--- config.mk ---
export PLATFORM = sky130hd
export DESIGN_NAME = ori_video_scan
export DESIGN_NICKNAME = d
export VERILOG_FILES = /design/src/rtl/ori_pkg.sv /design/src/rtl/ori_pix_shift.sv /design/src/rtl/ori_video_scan.sv
export SDC_FILE = /design/constraint.sdc
export NUM_CORES = 1
export LEC_CHECK = 0
export BUFFER_PORTS_ARGS = -buffer_cell sky130_fd_sc_hd__buf_4
export CAP_MARGIN = 5
export CORE_ASPECT_RATIO = 1.1
export CORE_UTILIZATION = 55
export CTS_CLUSTER_DIAMETER = 120
export CTS_CLUSTER_SIZE = 30
export DETAILED_ROUTE_END_ITERATION = 16
export HOLD_SLACK_MARGIN = 0.03
export PLACE_DENSITY_LB_ADDON = 0.08
export SLEW_MARGIN = 20
export SYNTH_ARGS = -nofsm -noshare
export SYNTH_HDL_FRONTEND = slang
export SYNTH_SLANG_ARGS = --single-unit
--- constraint.sdc ---
create_clock -name clk_i -period 4.49 [get_ports clk_i]
set_clock_uncertainty 0.2 [all_clocks]
set_input_delay 0 -clock clk_i [delete_from_list [all_inputs] [get_ports clk_i]]
set_output_delay 0 -clock clk_i [all_outputs]
set_load 0.03 [all_outputs]
--- src/rtl/ori_pkg.sv ---
// Shared definitions for the Orion-128 raster scan path: default raster
// geometry, counter widths and the screen-page address encoding.
package ori_pkg;

  localparam int HC_W   = 6;
  localparam int VC_W   = 9;
  localparam int PAGE_W = 2;

  localparam int DEF_H_TOTAL  = 64;
  localparam int DEF_H_ACTIVE = 48;
  localparam int DEF_HS_START = 52;
  localparam int DEF_HS_LEN   = 4;
  localparam int DEF_V_TOTAL  = 312;
  localparam int DEF_V_ACTIVE = 256;
  localparam int DEF_VS_START = 276;
  localparam int DEF_VS_LEN   = 4;

  // The page select is inverted into the top address bits: page 0 sits at
  // 0xC000 and page 3 at 0x0000.
  function automatic logic [15:0] page_base(input logic [PAGE_W-1:0] page);
    return {~page, 14'h0000};
  endfunction

endpackage

--- src/rtl/ori_pix_shift.sv ---
// Video byte shifter: loads a RAM byte (or blank) and serializes it MSB first,
// one dot per pixel enable, with a registered pixel output.
module ori_pix_shift (
  input  logic       clk,
  input  logic       por,
  input  logic       rst,
  input  logic       load,
  input  logic       shift,
  input  logic [7:0] data,
  input  logic       active,
  output logic       pix
);

  logic [7:0] sh;
  logic [7:0] sh_next;
  logic       pblank;
  logic       pblank_next;

  // NOTE: every signal written here gets a default first so no latch is inferred.
  always_comb begin
    sh_next     = sh;
    pblank_next = pblank;
    if (load) begin
      sh_next     = active ? data : 8'h00;
      pblank_next = ~active;
    end else if (shift) begin
      sh_next = {sh[6:0], 1'b0};
    end
  end

  // The pixel is registered from the next-state values so bit 7 appears one
  // cycle after the load rather than two.
  always_ff @(posedge clk or posedge por) begin
    if (por) begin
      sh     <= 8'h00;
      pblank <= 1'b1;
      pix    <= 1'b0;
    end else if (rst) begin
      sh     <= 8'h00;
      pblank <= 1'b1;
      pix    <= 1'b0;
    end else begin
      sh     <= sh_next;
      pblank <= pblank_next;
      pix    <= sh_next[7] & ~pblank_next;
    end
  end

endmodule

--- src/rtl/ori_video_scan.sv ---
// Orion-128 raster scan generator: byte-slot/line counters, column-major video
// address, sync/blank decode and the serial pixel stream.
module ori_video_scan
  import ori_pkg::*;
#(
  parameter int H_TOTAL  = DEF_H_TOTAL,
  parameter int H_ACTIVE = DEF_H_ACTIVE,
  parameter int HS_START = DEF_HS_START,
  parameter int HS_LEN   = DEF_HS_LEN,
  parameter int V_TOTAL  = DEF_V_TOTAL,
  parameter int V_ACTIVE = DEF_V_ACTIVE,
  parameter int VS_START = DEF_VS_START,
  parameter int VS_LEN   = DEF_VS_LEN
) (
  input  logic              clk_i,
  input  logic              por_i,
  input  logic              rst_i,
  input  logic              hor_inc_i,
  input  logic              cke_dot_i,
  input  logic              vid_ld_i,
  input  logic [7:0]        vid_data_i,
  input  logic [PAGE_W-1:0] vid_page_i,
  output logic [15:0]       vid_addr_o,
  output logic              hsync_n_o,
  output logic              vsync_n_o,
  output logic              blank_o,
  output logic              pix_o,
  output logic              frame_o
);

  logic [HC_W-1:0]   hcnt;
  logic [VC_W-1:0]   vcnt;
  logic [PAGE_W-1:0] page;
  logic              h_wrap;
  logic              v_wrap;
  logic              active;
  logic              hs_on;
  logic              vs_on;

  assign h_wrap = int'(hcnt) == H_TOTAL - 1;
  assign v_wrap = int'(vcnt) == V_TOTAL - 1;
  assign active = (int'(hcnt) < H_ACTIVE) && (int'(vcnt) < V_ACTIVE);
  assign hs_on  = (int'(hcnt) >= HS_START) && (int'(hcnt) < HS_START + HS_LEN);
  assign vs_on  = (int'(vcnt) >= VS_START) && (int'(vcnt) < VS_START + VS_LEN);

  // Scan position and page; the page is resampled on every slot advance.
  always_ff @(posedge clk_i or posedge por_i) begin
    if (por_i) begin
      hcnt    <= '0;
      vcnt    <= '0;
      page    <= '0;
      frame_o <= 1'b0;
    end else if (rst_i) begin
      hcnt    <= '0;
      vcnt    <= '0;
      page    <= '0;
      frame_o <= 1'b0;
    end else begin
      frame_o <= 1'b0;
      if (hor_inc_i) begin
        page <= vid_page_i;
        if (h_wrap) begin
          hcnt <= '0;
          if (v_wrap) begin
            vcnt    <= '0;
            frame_o <= 1'b1;
          end else begin
            vcnt <= vcnt + 1'b1;
          end
        end else begin
          hcnt <= hcnt + 1'b1;
        end
      end
    end
  end

  // Address and timing outputs follow the counters by one cycle.
  always_ff @(posedge clk_i or posedge por_i) begin
    if (por_i) begin
      vid_addr_o <= page_base('0);
      hsync_n_o  <= 1'b1;
      vsync_n_o  <= 1'b1;
      blank_o    <= 1'b0;
    end else if (rst_i) begin
      vid_addr_o <= page_base('0);
      hsync_n_o  <= 1'b1;
      vsync_n_o  <= 1'b1;
      blank_o    <= 1'b0;
    end else begin
      vid_addr_o <= page_base(page) | {2'b00, hcnt, vcnt[7:0]};
      hsync_n_o  <= ~hs_on;
      vsync_n_o  <= ~vs_on;
      blank_o    <= ~active;
    end
  end

  ori_pix_shift u_pix_shift (
    .clk    (clk_i),
    .por    (por_i),
    .rst    (rst_i),
    .load   (vid_ld_i),
    .shift  (cke_dot_i),
    .data   (vid_data_i),
    .active (active),
    .pix    (pix_o)
  );

endmodule
## Word level (Yosys, flattened, before mapping)

Cells that the tools add are included.
Widths: inputs -> output; s select.

- Register bits: 47
- Input port bits: 16
- Output and inout bits: 21
- Logic and storage cells: 60

- Add/sub/neg operators: 2
- $lt $le $gt $ge: 6
- Eq/ne operators: 2
- Mux-type cells: 24
- Bitwise operators: 7
- Reduce and logical (&&, ||, !) cells: 7

Operators with widths:

| operator | number |
|---|---|
| $mux 9 | 4 |
| $mux 8 | 4 |
| $lt 9x9->1 const B | 2 |
| $mux 6 | 3 |
| $mux 16 | 1 |
| $or 16x14->16 | 1 |
| $lt 6x6->1 const B | 2 |
| $mux 1 | 10 |
| $add 9x1->9 const B | 1 |
| $eq 9x9->1 const B | 1 |
| $ge 9x9->1 const B | 1 |
| $add 6x1->6 const B | 1 |
| $eq 6x1->1 const B | 1 |
| $ge 6x6->1 const B | 1 |
| $mux 2 | 2 |
| $not 1->1 | 4 |
| $reduce_bool 2->1 | 2 |
| $logic_and 1x1->1 | 3 |
| $reduce_bool 3->1 | 1 |
| $not 2->2 | 1 |
| $reduce_and 2->1 | 1 |
| $and 1x1->1 | 1 |

## Longest topological paths before layout

Gate-level depths: netlist of the first run.

- Depth in word-level cells: 7
- Gate-level depth with buffers: 6

## Modules after synthesis

From an unflattened synthesis of the first run, not the netlist that was laid out.

- Cells, all modules: 178
- Area, all modules: 2047.0 um2

Modules (own cells, without submodules):

| module | instances | cells each | area an instance (um2) | sequential area each (um2) |
|---|---|---|---|---|
| ori_video_scan | 1 | 140 | 1571.5 | 930.9 |
| ori_pix_shift | 1 | 38 | 475.5 | 251.5 |

## Least setup slack after synthesis of the first run

No wires, ideal clock.

- Path type: register -> register
- Start: reg hcnt[0]
- End: reg vcnt[7]
- Arrival time: 1604 ps
- Required time: 4196 ps
- Setup slack: 2592 ps
- Cell stages (with the launch flop): 7
- Buffers on the path: 1
- Clock period less this slack: 1898 ps
- Cell sequence: dfrtp_1 ha_1 and3_1 buf_4 a21oi_4 or4_1 a211oi_1

- Word-level cells in the longest chain between the ends: 3

Ends and longest elaborated chain:

| item | RTL line | source |
|---|---|---|
| from (decl) | ori_video_scan.sv:31 | `logic [HC_W-1:0] hcnt;` |
| from (signal assigned) | ori_video_scan.sv:71 | `hcnt <= hcnt + 1'b1;` |
| $eq 6x1->1 | ori_video_scan.sv:40 | `assign h_wrap = int'(hcnt) == H_TOTAL - 1;` |
| $reduce_bool 2->1 (no source line) | -- |  |
| $reduce_and 2->1 (no source line) | -- |  |
| to (signal assigned) | ori_video_scan.sv:68 | `vcnt <= vcnt + 1'b1;` |
| to (decl) | ori_video_scan.sv:32 | `logic [VC_W-1:0] vcnt;` |

Every way passes these cells.
A chain may end at the register's enable or synchronous reset.

## Worst setup path after layout of the first run

- Start: in vid_ld_i
- End: reg u_pix_shift.sh[2]

- Word-level cells in the longest chain between the ends: 2

Ends and longest elaborated chain:

| item | RTL line | source |
|---|---|---|
| from (decl) | ori_video_scan.sv:20 | `input logic vid_ld_i,` |
| $mux 8 | ori_pix_shift.sv:23 | `if (load) begin` |
| $mux 8 | ori_pix_shift.sv:38 | `end else if (rst) begin` |
| to (signal assigned) | ori_pix_shift.sv:43 | `sh <= sh_next;` |
| to (decl) | ori_pix_shift.sv:14 | `logic [7:0] sh;` |

Several ways; a longest one is shown, not always the timed one.

==> results of run 1 <==
[stage by stage]
| stage | area, um^2 | worst slack (ns) | hold WS, ns |
|---|---|---|---|
| after floorplan | 2040 | 2.59 | -0.0481 |
| after global placement | 2330 | 2.49 | -0.0337 |
| after detailed placement | 2330 | 2.40 | -0.0210 |
| after CTS | 2720 | 2.16 | 0.149 |
| after global routing | 2720 | 1.91 | 0.213 |
| final | 2720 | 2.00 | 0.148 |
[synthesized netlist by cell type]
master / number
nand2_1: 16
nor4b_2: 1
buf_6: 1
or4_1: 2
or3_1: 2
nand2b_1: 2
o21ai_0: 8
dfstp_2: 5
nand4b_1: 2
o21ai_1: 1
mux2i_1: 6
a311oi_1: 2
or2_2: 1
nor2b_1: 13
nor3b_1: 1
a21oi_4: 1
xor2_1: 3
a21oi_1: 8
a32o_1: 1
a31oi_1: 1
a211oi_1: 3
a22oi_1: 5
nand4_1: 2
and3_1: 5
o31ai_1: 1
a41oi_1: 1
nor2_1: 16
a22o_1: 1
buf_1: 2
nand3_1: 8
ha_1: 3
dfrtp_1: 42
o211ai_1: 1
inv_1: 5
a21o_1: 3
and4_1: 2
nor3_1: 5
buf_4: 2
clkbuf_1: 4
[cell families after synthesis]
logic type	share of synthesized area (%)
compound gates	12.3
buf+inv	3.31
fa+ha+maj	1.84
flops	58.0
simple gates	20.3
mux	2.95
xor+xnor	1.29
[worst min path at each step]
| stage | startpoint | end | slack, ns |
|---|---|---|---|
| finish | por_i | u_pix_shift.sh[2]$_DFFE_PP0P_ | 0.15 |
| global placement | por_i | u_pix_shift.sh[2]$_DFFE_PP0P_ | -0.03 |
| detailed placement | por_i | u_pix_shift.sh[3]$_DFFE_PP0P_ | -0.02 |
| global route | por_i | u_pix_shift.sh[1]$_DFFE_PP0P_ | 0.21 |
| CTS | por_i | u_pix_shift.sh[2]$_DFFE_PP0P_ | 0.15 |
| floorplan | vid_data_i[7] | u_pix_shift.sh[7]$_DFF_PP0_ | -0.05 |
[registers in the layout, summed over array words and instances, names as in the netlist]
signal,cells
u_pix_shift.pix,1
hsync_n_o,1
page,2
u_pix_shift.sh,8
vcnt,9
frame_o,1
vid_addr_o,16
blank_o,1
vsync_n_o,1
u_pix_shift.pblank,1
hcnt,6
[worst max-delay path, delay by kind of cell]
| family | cells | cell delay, ns |
|---|---|---|
| AOI/OAI and AO/OA | 2 | 0.29 |
| buffers and inverters | 4 | 1.92 |
| and+or+nand+nor | 1 | 0.35 |
[placed cells by master (no fill, tap or decap), drive strengths merged, types with 3 or more instances in the layout]
master	instances
and3	5
nand2	16
o21ai	9
a211oi	3
xor2	3
buf	37
mux2i	6
ha	3
nand3	8
a21o	3
a21oi	9
inv	4
dfstp	5
nor2b	13
a22oi	5
dfrtp	42
dlygate4sd3	34
clkbuf	7
nor2	16
nor3	5
[report_power, final]
part | internal [W] | switching, W
logic | 0.0000416 | 0.0000406
registers | 0.000433 | 0.00000548
clock network | 0.0000612 | 0.000120
total | 0.000536 | 0.000166
[metal layers]
metal	wire length, um	vias to the layer above	share of wire (%)	GRT usage (%)
met1	2000	804	43	32.9
met2	2330	54	50	45.8
li1	-	802	-	-
met3	196	12	4.2	5.87
met5	0	-	0	0
met4	110	0	2.4	11.3
[layout make-up]
type	instances	area (um^2)	area share [%]
Sequential cell	47	1180	43.5
Multi-Input combinational cell	127	788	29.0
Timing Repair Buffer	71	618	22.7
Tap cell	48	60.1	2.21
Clock buffer	7	45.0	1.66
Inverter	5	18.8	0.691
Clock inverter	1	5.00	0.184
[timing repair]
action / in CTS / in global routing
hold buffers: 34 / 0
endpoints found under the hold margin: 93 / 0
gates resized for setup: 0 / 0
==> implementation parameters, run 1 <==
Parameter                              Value

Outcome
  Status    complete, no violations

Global route
  Vias in the first global route    1714
  Global routing usage summed across all routing layers    27.0%
  Global-route wire length before repair    7.76 mm
  Pin count of the biggest net entering global routing    48
  Antenna violations before repair    0
  Overflow left after global routing    0

Pwr
  Leakage    1.27 nW
  Total power    approximately 0.00070 W
  Power Dens Cells    258 mW/mm^2
  IR Drop Worst-Case VDD    around 0.20 mV

Detailed routing
  Number of design rule violations left after detail routing    0
  TritonRoute pass-1 iters    4
  WL final    4.64 mm
  Initial DRC count    80
  Routed wirelength normalized by instance count    15.2 um
  Vias per cell    5.46
  Vias    1672
  Number of nets with antenna violations after routing    0

Worst setup path
  Data required time of the critical path    between 4 and 5 ns
  Most common cell type on the critical path    dlygate4sd3_1
  Slowest stage cell, crit path    dlygate4sd3_1
  Startpoint of the lowest-slack register-to-register path    hcnt[4]$_DFFE_PP0P_
  Start point of the critical path    vid_ld_i
  Maximum fanout encountered on the critical timing path    15
  Endpoint type of the worst setup path    flop
  Terminus of the critical flop-to-flop path    u_pix_shift.sh[0]$_DFFE_PP0P_
  Arrival time reported for the critical path endpoint    2.58 ns
  Category of the worst setup path launch point    primary input
  Largest stage delay, worst path    0.60 ns
  Type of the worst setup path    in -> reg
  Reg2Reg Setup Slack    2.01 ns
  Last element of the critical path    u_pix_shift.sh[2]$_DFFE_PP0P_
  Ordered list of cells on the worst path    dlygate4sd3_1 -> buf_4 -> nor2b_1 -> a22oi_1 -> dlygate4sd3_1 -> o21ai_0 -> dlygate4sd3_1
  Cell depth of the worst flop-to-flop path    5

Synth
  Fraction of post-synthesis cell area in the top cell type by area    51.6%
  Top cells by area, synth    dfrtp_1 (52%), dfstp_2 (6.4%), nor2b_1 (4.0%)
  Post-synthesis sequential element count    47
  Summed instance area of the synthesized netlist    0.00204 mm^2
  Number of nets in the synthesized netlist    207
  Synthesis Warnings    0
  Number of cells produced by synthesis    188
  Post-synthesis sequential area ratio    58.0%
  Unique masters post-synth    39
  Mean instance size in the synthesized netlist    10.8 um^2
  Leading area contributor after synthesis    dfrtp_1

Finish
  Count of fill cells added during filler insertion    201
  Final Core Density    between 70 and 80%
  Antenna cell count    0
  Final net count    276
  Area growth from synthesis to layout    33.3%
  Post-Layout Cell Count    306
  Layout cell share with drive strength beyond 1    19.8%

Place
  Port bufs    36
  Last weighted congestion value of the routability-driven placer    0.833
  Post-detail-place hpwl    2.54 mm
  Inst Count DP    264

CTS
  Clock Root Buffer    clkbuf_4
  Clk sinks    47
  H-tree lvl count    2
  Postcts setup bufs    0
  Insertion delay to the later sink of the worst-skew pair    0.35 ns
  Maximum buffer depth of the clock tree    2
  Clock transition at the registers of the reported paths    around 0.12 ns
  Number of buffers created by CTS    5
  CTS tree    yes

Min path
  Type of the tightest min-delay check    in -> async

Timing
  Minimum period implied by the final worst setup slack    2.49 ns
  Fmax achieved    402 MHz
  Number of hold violations in the final report    0
  Final-report max-slew violation count    0
  Total Neg Setup Slack    0 ns
  Share of the cycle needed by the critical path after routing    55.4%
  Slew of the pin with the lowest slew margin    0.579 ns
  RSZ-0062 raised after global routing    no
  Final setup vio count    0
  Slew margin rel.    61.1%

Floorplanning
  Height of the chip    65.8 um
  Starting utilization of the core area    between 50% and 60%
  Row cnt    22
  I/O pin total    37
  Die width    60.0 um
  Die footprint    just under 0.004 mm^2
  Floorplan core area    roughly 0.0034 mm^2

Job
  Max cap viols    0
Note: power is estimated with default switching activity, not from simulation.
==> run 2, diff against run 1 <==
--- a/config.mk
+++ b/config.mk
@@ -8,7 +8,7 @@
 export BUFFER_PORTS_ARGS = -buffer_cell sky130_fd_sc_hd__buf_4
 export CAP_MARGIN = 5
 export CORE_ASPECT_RATIO = 1.1
-export CORE_UTILIZATION = 55
+export CORE_UTILIZATION = 49
 export CTS_CLUSTER_DIAMETER = 120
 export CTS_CLUSTER_SIZE = 30
 export DETAILED_ROUTE_END_ITERATION = 16
==> constraint.sdc (replaced) <==
create_clock -name clk_i -period 2.1 [get_ports clk_i]
set_clock_uncertainty 0.2 [all_clocks]
set_input_delay 0 -clock clk_i [delete_from_list [all_inputs] [get_ports clk_i]]
set_output_delay 0 -clock clk_i [all_outputs]
set_load 0.03 [all_outputs]
==> implementation parameters, run 2 (synthesized netlist as in run 1, its figures left out) <==
Parameter                              Value

Place
  Post-detail-place hpwl    2.91 mm
  Last weighted congestion value of the routability-driven placer    0.795
  Port bufs    36

Timing
  RSZ-0062 raised after global routing    no
  Final setup vio count    0
  Slew margin rel.    54.0%
  Minimum period implied by the final worst setup slack    1.96 ns
  Total Neg Setup Slack    0 ns
  Final-report max-slew violation count    0
  Number of hold violations in the final report    0
  Share of the cycle needed by the critical path after routing    93.5%
  Slew of the pin with the lowest slew margin    a little under 0.7 ns
  Fmax achieved    509 MHz

Global route
  Antenna violations before repair    0
  Global-route wire length before repair    7.42 mm
  Global routing usage summed across all routing layers    roughly 22%
  Vias in the first global route    1633
  Overflow left after global routing    0
  Pin count of the biggest net entering global routing    39

Finish
  Count of fill cells added during filler insertion    roughly 320
  Final Core Density    around two thirds
  Final net count    269
  Register ranked first by flip-flop count    vid_addr_o
  Flip-flop count of the largest register, all copies and words added    16
  Most frequent cells in the layout    dfrtp_1 (40), buf_4 (40), dlygate4sd3_1 (22)
  Layout cell share with drive strength beyond 1    24.7%
  Area growth from synthesis to layout    32.7%
  Antenna cell count    0
  Largest registers    vid_addr_o: 16 flops, vcnt: 9 flops, u_pix_shift.sh: 8 flops

Pwr
  IR Drop Worst-Case VDD    0.410 mV
  Power Dens Cells    596 mW/mm^2
  Leakage    1.25 nW

Floorplanning
  Row cnt    24
  Floorplan core area    around 0.0040 mm^2
  Die width    63.5 um
  Starting utilization of the core area    around half
  Die footprint    0.00442 mm^2
  Height of the chip    between 60 and 70 um
  I/O pin total    37

Worst setup path
  Category of the worst setup path launch point    flop
  Largest stage delay, worst path    0.52 ns
  Slowest stage cell, crit path    or4_1
  Data required time of the critical path    2.10 ns
  Reg2Reg Setup Slack    0.14 ns
  Startpoint of the lowest-slack register-to-register path    hcnt[1]$_DFFE_PP0P_
  Terminus of the critical flop-to-flop path    vcnt[7]$_DFFE_PP0P_
  Endpoint type of the worst setup path    flop
  Ordered list of cells on the worst path    ha_2 -> and3_4 -> a21oi_4 -> or4_1 -> a211oi_1
  Cell depth of the worst flop-to-flop path    5
  Maximum fanout encountered on the critical timing path    6
  Type of the worst setup path    reg -> reg
  Arrival time reported for the critical path endpoint    between 1.5 and 2 ns

CTS
  Maximum buffer depth of the clock tree    2
  H-tree lvl count    2
  Number of buffers created by CTS    5
  Insertion delay to the later sink of the worst-skew pair    0.30 ns
  CTS tree    yes
  Clk sinks    47
  Clock transition at the registers of the reported paths    0.08 ns
  Clock Root Buffer    clkbuf_8

Detailed routing
  WL final    4.28 mm
  Vias per cell    5.32
  Vias    1611
  Initial DRC count    65
  Number of nets with antenna violations after routing    0
  TritonRoute pass-1 iters    4
  Routed wirelength normalized by instance count    14.1 um
  Number of design rule violations left after detail routing    0

Outcome
  Status    complete, no violations

Job
  Max cap viols    0

Min path
  Type of the tightest min-delay check    in -> async
[run 2: final cells by class]
cell class	count	area (um^2)	share of cell area, %
Multi-Input combinational cell	127	802	29.7
Sequential cell	47	1180	43.8
Clock inverter	1	5.00	0.185
Timing Repair Buffer	64	552	20.4
Tap cell	52	65.1	2.41
Inverter	5	18.8	0.694
Clock buffer	7	76.3	2.82
[run 2: power by group]
part | total [W] | internal (W) | switching (W)
registers | 0.000935 | 0.000925 | 0.0000101
logic | 0.000159 | 0.0000778 | 0.0000812
clock network | 0.000516 | 0.000234 | 0.000283
total | 0.00161 | 0.00124 | 0.000374
[run 2: timing repair]
item | CTS | global route
hold buffers | 24 | 0
setup endpoints to repair | 0 | 4
setup buffers | 0 | 3
endpoints found under the hold margin | 84 | 0
resized for setup | 0 | 7
[run 2: worst max path at each step]
| stage | startpoint | to | slack, ns | cells after the start |
|---|---|---|---|---|
| finish | hcnt[1]$_DFFE_PP0P_ | vcnt[7]$_DFFE_PP0P_ | 0.14 | 5 |
| floorplan | hcnt[0]$_DFFE_PP0P_ | vcnt[7]$_DFFE_PP0P_ | 0.20 | 6 |
| detailed placement | hcnt[1]$_DFFE_PP0P_ | vcnt[7]$_DFFE_PP0P_ | 0.10 | 5 |
| global route | hcnt[1]$_DFFE_PP0P_ | vcnt[7]$_DFFE_PP0P_ | 0.04 | 5 |
| global placement | hcnt[0]$_DFFE_PP0P_ | vcnt[7]$_DFFE_PP0P_ | 0.19 | 5 |
| CTS | hor_inc_i | page[0]$_DFFE_PP0P_ | 0.02 | 6 |
[run 2: stage by stage]
stage               cell area [um^2]  total power (W)  std cells  setup WS (ns)  hold slack [ns]
floorplan                       2040          0.00102        188          0.202          -0.0481
global placement                2360          0.00107        270          0.193           -0.149
detailed placement              2360          0.00108        270          0.101           -0.143
CTS                             2680          0.00163        302         0.0220           0.0854
global route                    2700          0.00168        303         0.0425            0.144
finish                          2700          0.00161        303          0.137           0.0873
[run 2: metal layers]
metal  track usage (%)  part of all wire (%)  routed length, um  up-vias
li1                  -                     -                  -      786
met1              25.7                    42               1820      791
met2              38.4                    53               2270       27
met3              3.78                   3.0                127        7
met4              7.58                   1.5                 65        0
met5                 0                     0                  0        -
[run 2: worst max-delay path: cells and delay by family (launching register included)]
| kind | cells | cell delay, ns |
|---|---|---|
| flops | 1 | 0.40 |
| fa+ha+maj | 1 | 0.23 |
| compound gates | 2 | 0.31 |
| simple gates | 2 | 0.73 |
==> run 3, diff against run 2 <==
--- a/config.mk
+++ b/config.mk
@@ -9,6 +9,7 @@
 export CAP_MARGIN = 5
 export CORE_ASPECT_RATIO = 1.1
 export CORE_UTILIZATION = 49
+export CTS_BUF_LIST = sky130_fd_sc_hd__clkbuf_16
 export CTS_CLUSTER_DIAMETER = 120
 export CTS_CLUSTER_SIZE = 30
 export DETAILED_ROUTE_END_ITERATION = 16
==> implementation parameters, run 3 (synthesized netlist as in run 1, its figures left out) <==
Parameter                              Value

Outcome
  Status    complete, no violations

Global route
  Global-route wire length before repair    7.52 mm
  Global routing usage summed across all routing layers    21.7%
  Vias in the first global route    1636
  Overflow left after global routing    0
  Pin count of the biggest net entering global routing    39
  Antenna violations before repair    0

Timing
  Share of the cycle needed by the critical path after routing    a little over nine tenths
  Fmax achieved    around 500 MHz
  RSZ-0062 raised after global routing    no
  Slew margin rel.    54.0%
  Slew of the pin with the lowest slew margin    between 0.6 and 0.7 ns
  Final-report max-slew violation count    0
  Total Neg Setup Slack    0 ns
  Number of hold violations in the final report    0
  Final WS setup    approximately 0.082 ns
  Minimum period implied by the final worst setup slack    2.02 ns
  Worst hold-check slack    0.0717 ns
  Final setup vio count    0

Job
  Max cap viols    0

Worst setup path
  Endpoint type of the worst setup path    flop
  Last element of the critical path    page[1]$_DFFE_PP0P_
  Type of the worst setup path    in -> reg
  Arrival time reported for the critical path endpoint    1.98 ns
  Maximum fanout encountered on the critical timing path    1
  Ordered list of cells on the worst path    dlygate4sd3_1 -> buf_4 -> mux2i_1 -> dlygate4sd3_1 -> nor2_1 -> dlygate4sd3_1
  Stages on worst setup path    6
  Cell depth of the worst flop-to-flop path    4
  Data required time of the critical path    2.06 ns
  Reg2Reg Setup Slack    around 0.1 ns
  Start point of the critical path    vid_page_i[1]
  Terminus of the critical flop-to-flop path    page[0]$_DFFE_PP0P_
  Largest stage delay, worst path    0.57 ns
  Crit path max-delay family    buffers and inverters
  Slowest stage cell, crit path    dlygate4sd3_1
  Startpoint of the lowest-slack register-to-register path    page[0]$_DFFE_PP0P_
  Category of the worst setup path launch point    primary input
  Crit path buf inv count    4
  Most common cell type on the critical path    dlygate4sd3_1

CTS
  Maximum buffer depth of the clock tree    2
  Number of buffers created by CTS    5
  Insertion delay to the later sink of the worst-skew pair    0.28 ns
  Clock transition at the registers of the reported paths    0.06 ns
  CTS tree    yes
  Clock Root Buffer    clkbuf_16
  Clk sinks    47
  H-tree lvl count    2

Floorplanning
  Height of the chip    just under 70 um
  I/O pin total    37
  Row cnt    24
  Die footprint    0.00442 mm^2
  Floorplan core area    between 0.003 and 0.004 mm^2
  Starting utilization of the core area    51.4%
  Die width    63.5 um

Finish
  Seq. cell area    roughly 0.0012 mm^2
  Area of the multi-input gates    roughly 800 um^2
  Post-Layout Cell Count    around 300
  Register ranked first by flip-flop count    vid_addr_o
  Largest registers    vid_addr_o: 16 flops, vcnt: 9 flops, u_pix_shift.sh: 8 flops
  Most common cell after layout, fill and taps aside    dfrtp_1
  Most frequent cells in the layout    dfrtp_1 (42), buf_4 (38), dlygate4sd3_1 (24)
  Final net count    268
  Count of fill cells added during filler insertion    313
  Antenna cell count    0
  Area growth from synthesis to layout    34.7%
  Final Core Density    between 60% and 70%
  Flip-flop count of the largest register, all copies and words added    16
  Layout cell share with drive strength beyond 1    22.0%

Pwr
  IR Drop Worst-Case VDD    0.479 mV
  Leakage    1.28 nW
  Power Dens Cells    663 mW/mm^2

Detailed routing
  WL final    between 4 and 5 mm
  TritonRoute pass-1 iters    4
  Number of nets with antenna violations after routing    0
  Number of design rule violations left after detail routing    0
  Initial DRC count    65
  Vias per cell    around 5.3
  Routed wirelength normalized by instance count    14.2 um
  Vias    1603

Place
  Setup slack after placement    0.101 ns
  Inst Count DP    270
  Port bufs    36
  Post-detail-place hpwl    2.91 mm
  Last weighted congestion value of the routability-driven placer    0.795

Min path
  Beginning of the worst hold path    hor_inc_i
  Type of the tightest min-delay check    in -> reg
## run 3: how the worst min path moves through the flow
stage | to | slack, ns | cells after the start
floorplan | u_pix_shift.sh[7]$_DFF_PP0_ | -0.05 | 2
global placement | vid_addr_o[4]$_DFF_PP0_ | -0.15 | 2
detailed placement | vid_addr_o[4]$_DFF_PP0_ | -0.14 | 2
CTS | vcnt[0]$_DFFE_PP0P_ | 0.06 | 5
global route | vcnt[0]$_DFFE_PP0P_ | 0.10 | 5
finish | vcnt[0]$_DFFE_PP0P_ | 0.07 | 5
## run 3: through the flow
stage	instance area [um^2]	total power [W]
2_1_floorplan	2040	0.00102
3_3_place_gp	2360	0.00107
3_5_place_dp	2360	0.00108
4_1_cts	2740	0.00184
5_1_grt	2750	0.00190
6_report	2750	0.00182
## run 3: cell type report
cell class / instances / area share [%]
Sequential cell: 47 / 43.1
Multi-Input combinational cell: 127 / 29.0
Timing Repair Buffer: 63 / 19.9
Clock buffer: 5 / 4.56
Tap cell: 52 / 2.37
Inverter: 5 / 0.684
Clock inverter: 3 / 0.456
## run 3: power by group
part	switching (W)	total (W)	leakage (nW)	internal, W
Combinational	0.0000811	0.000159	0.571	0.0000775
Sequential	0.0000102	0.000937	0.630	0.000927
Clock	0.000294	0.000723	0.0762	0.000429
## run 3: worst min-delay path: stages
cell and delay (ns):
buf_4 0.14, nand3_1 0.08, a211oi_1 0.08, mux2i_1 0.15, nor2_1 0.05
## run 3: routing by layer
layer  global-route usage, %  wire, um
met2                    38.8      2300
met1                    26.2      1840
met4                    6.31        40
met3                    4.28       120
met5                       0         0
## run 3: what timing repair did
action                                  in CTS  in global routing
hold buffers                                24                  0
gates resized for setup                      0                  3
setup buffers                                0                  0
hold endpoints to repair                    82                  0
endpoints found under the setup margin       0                  3
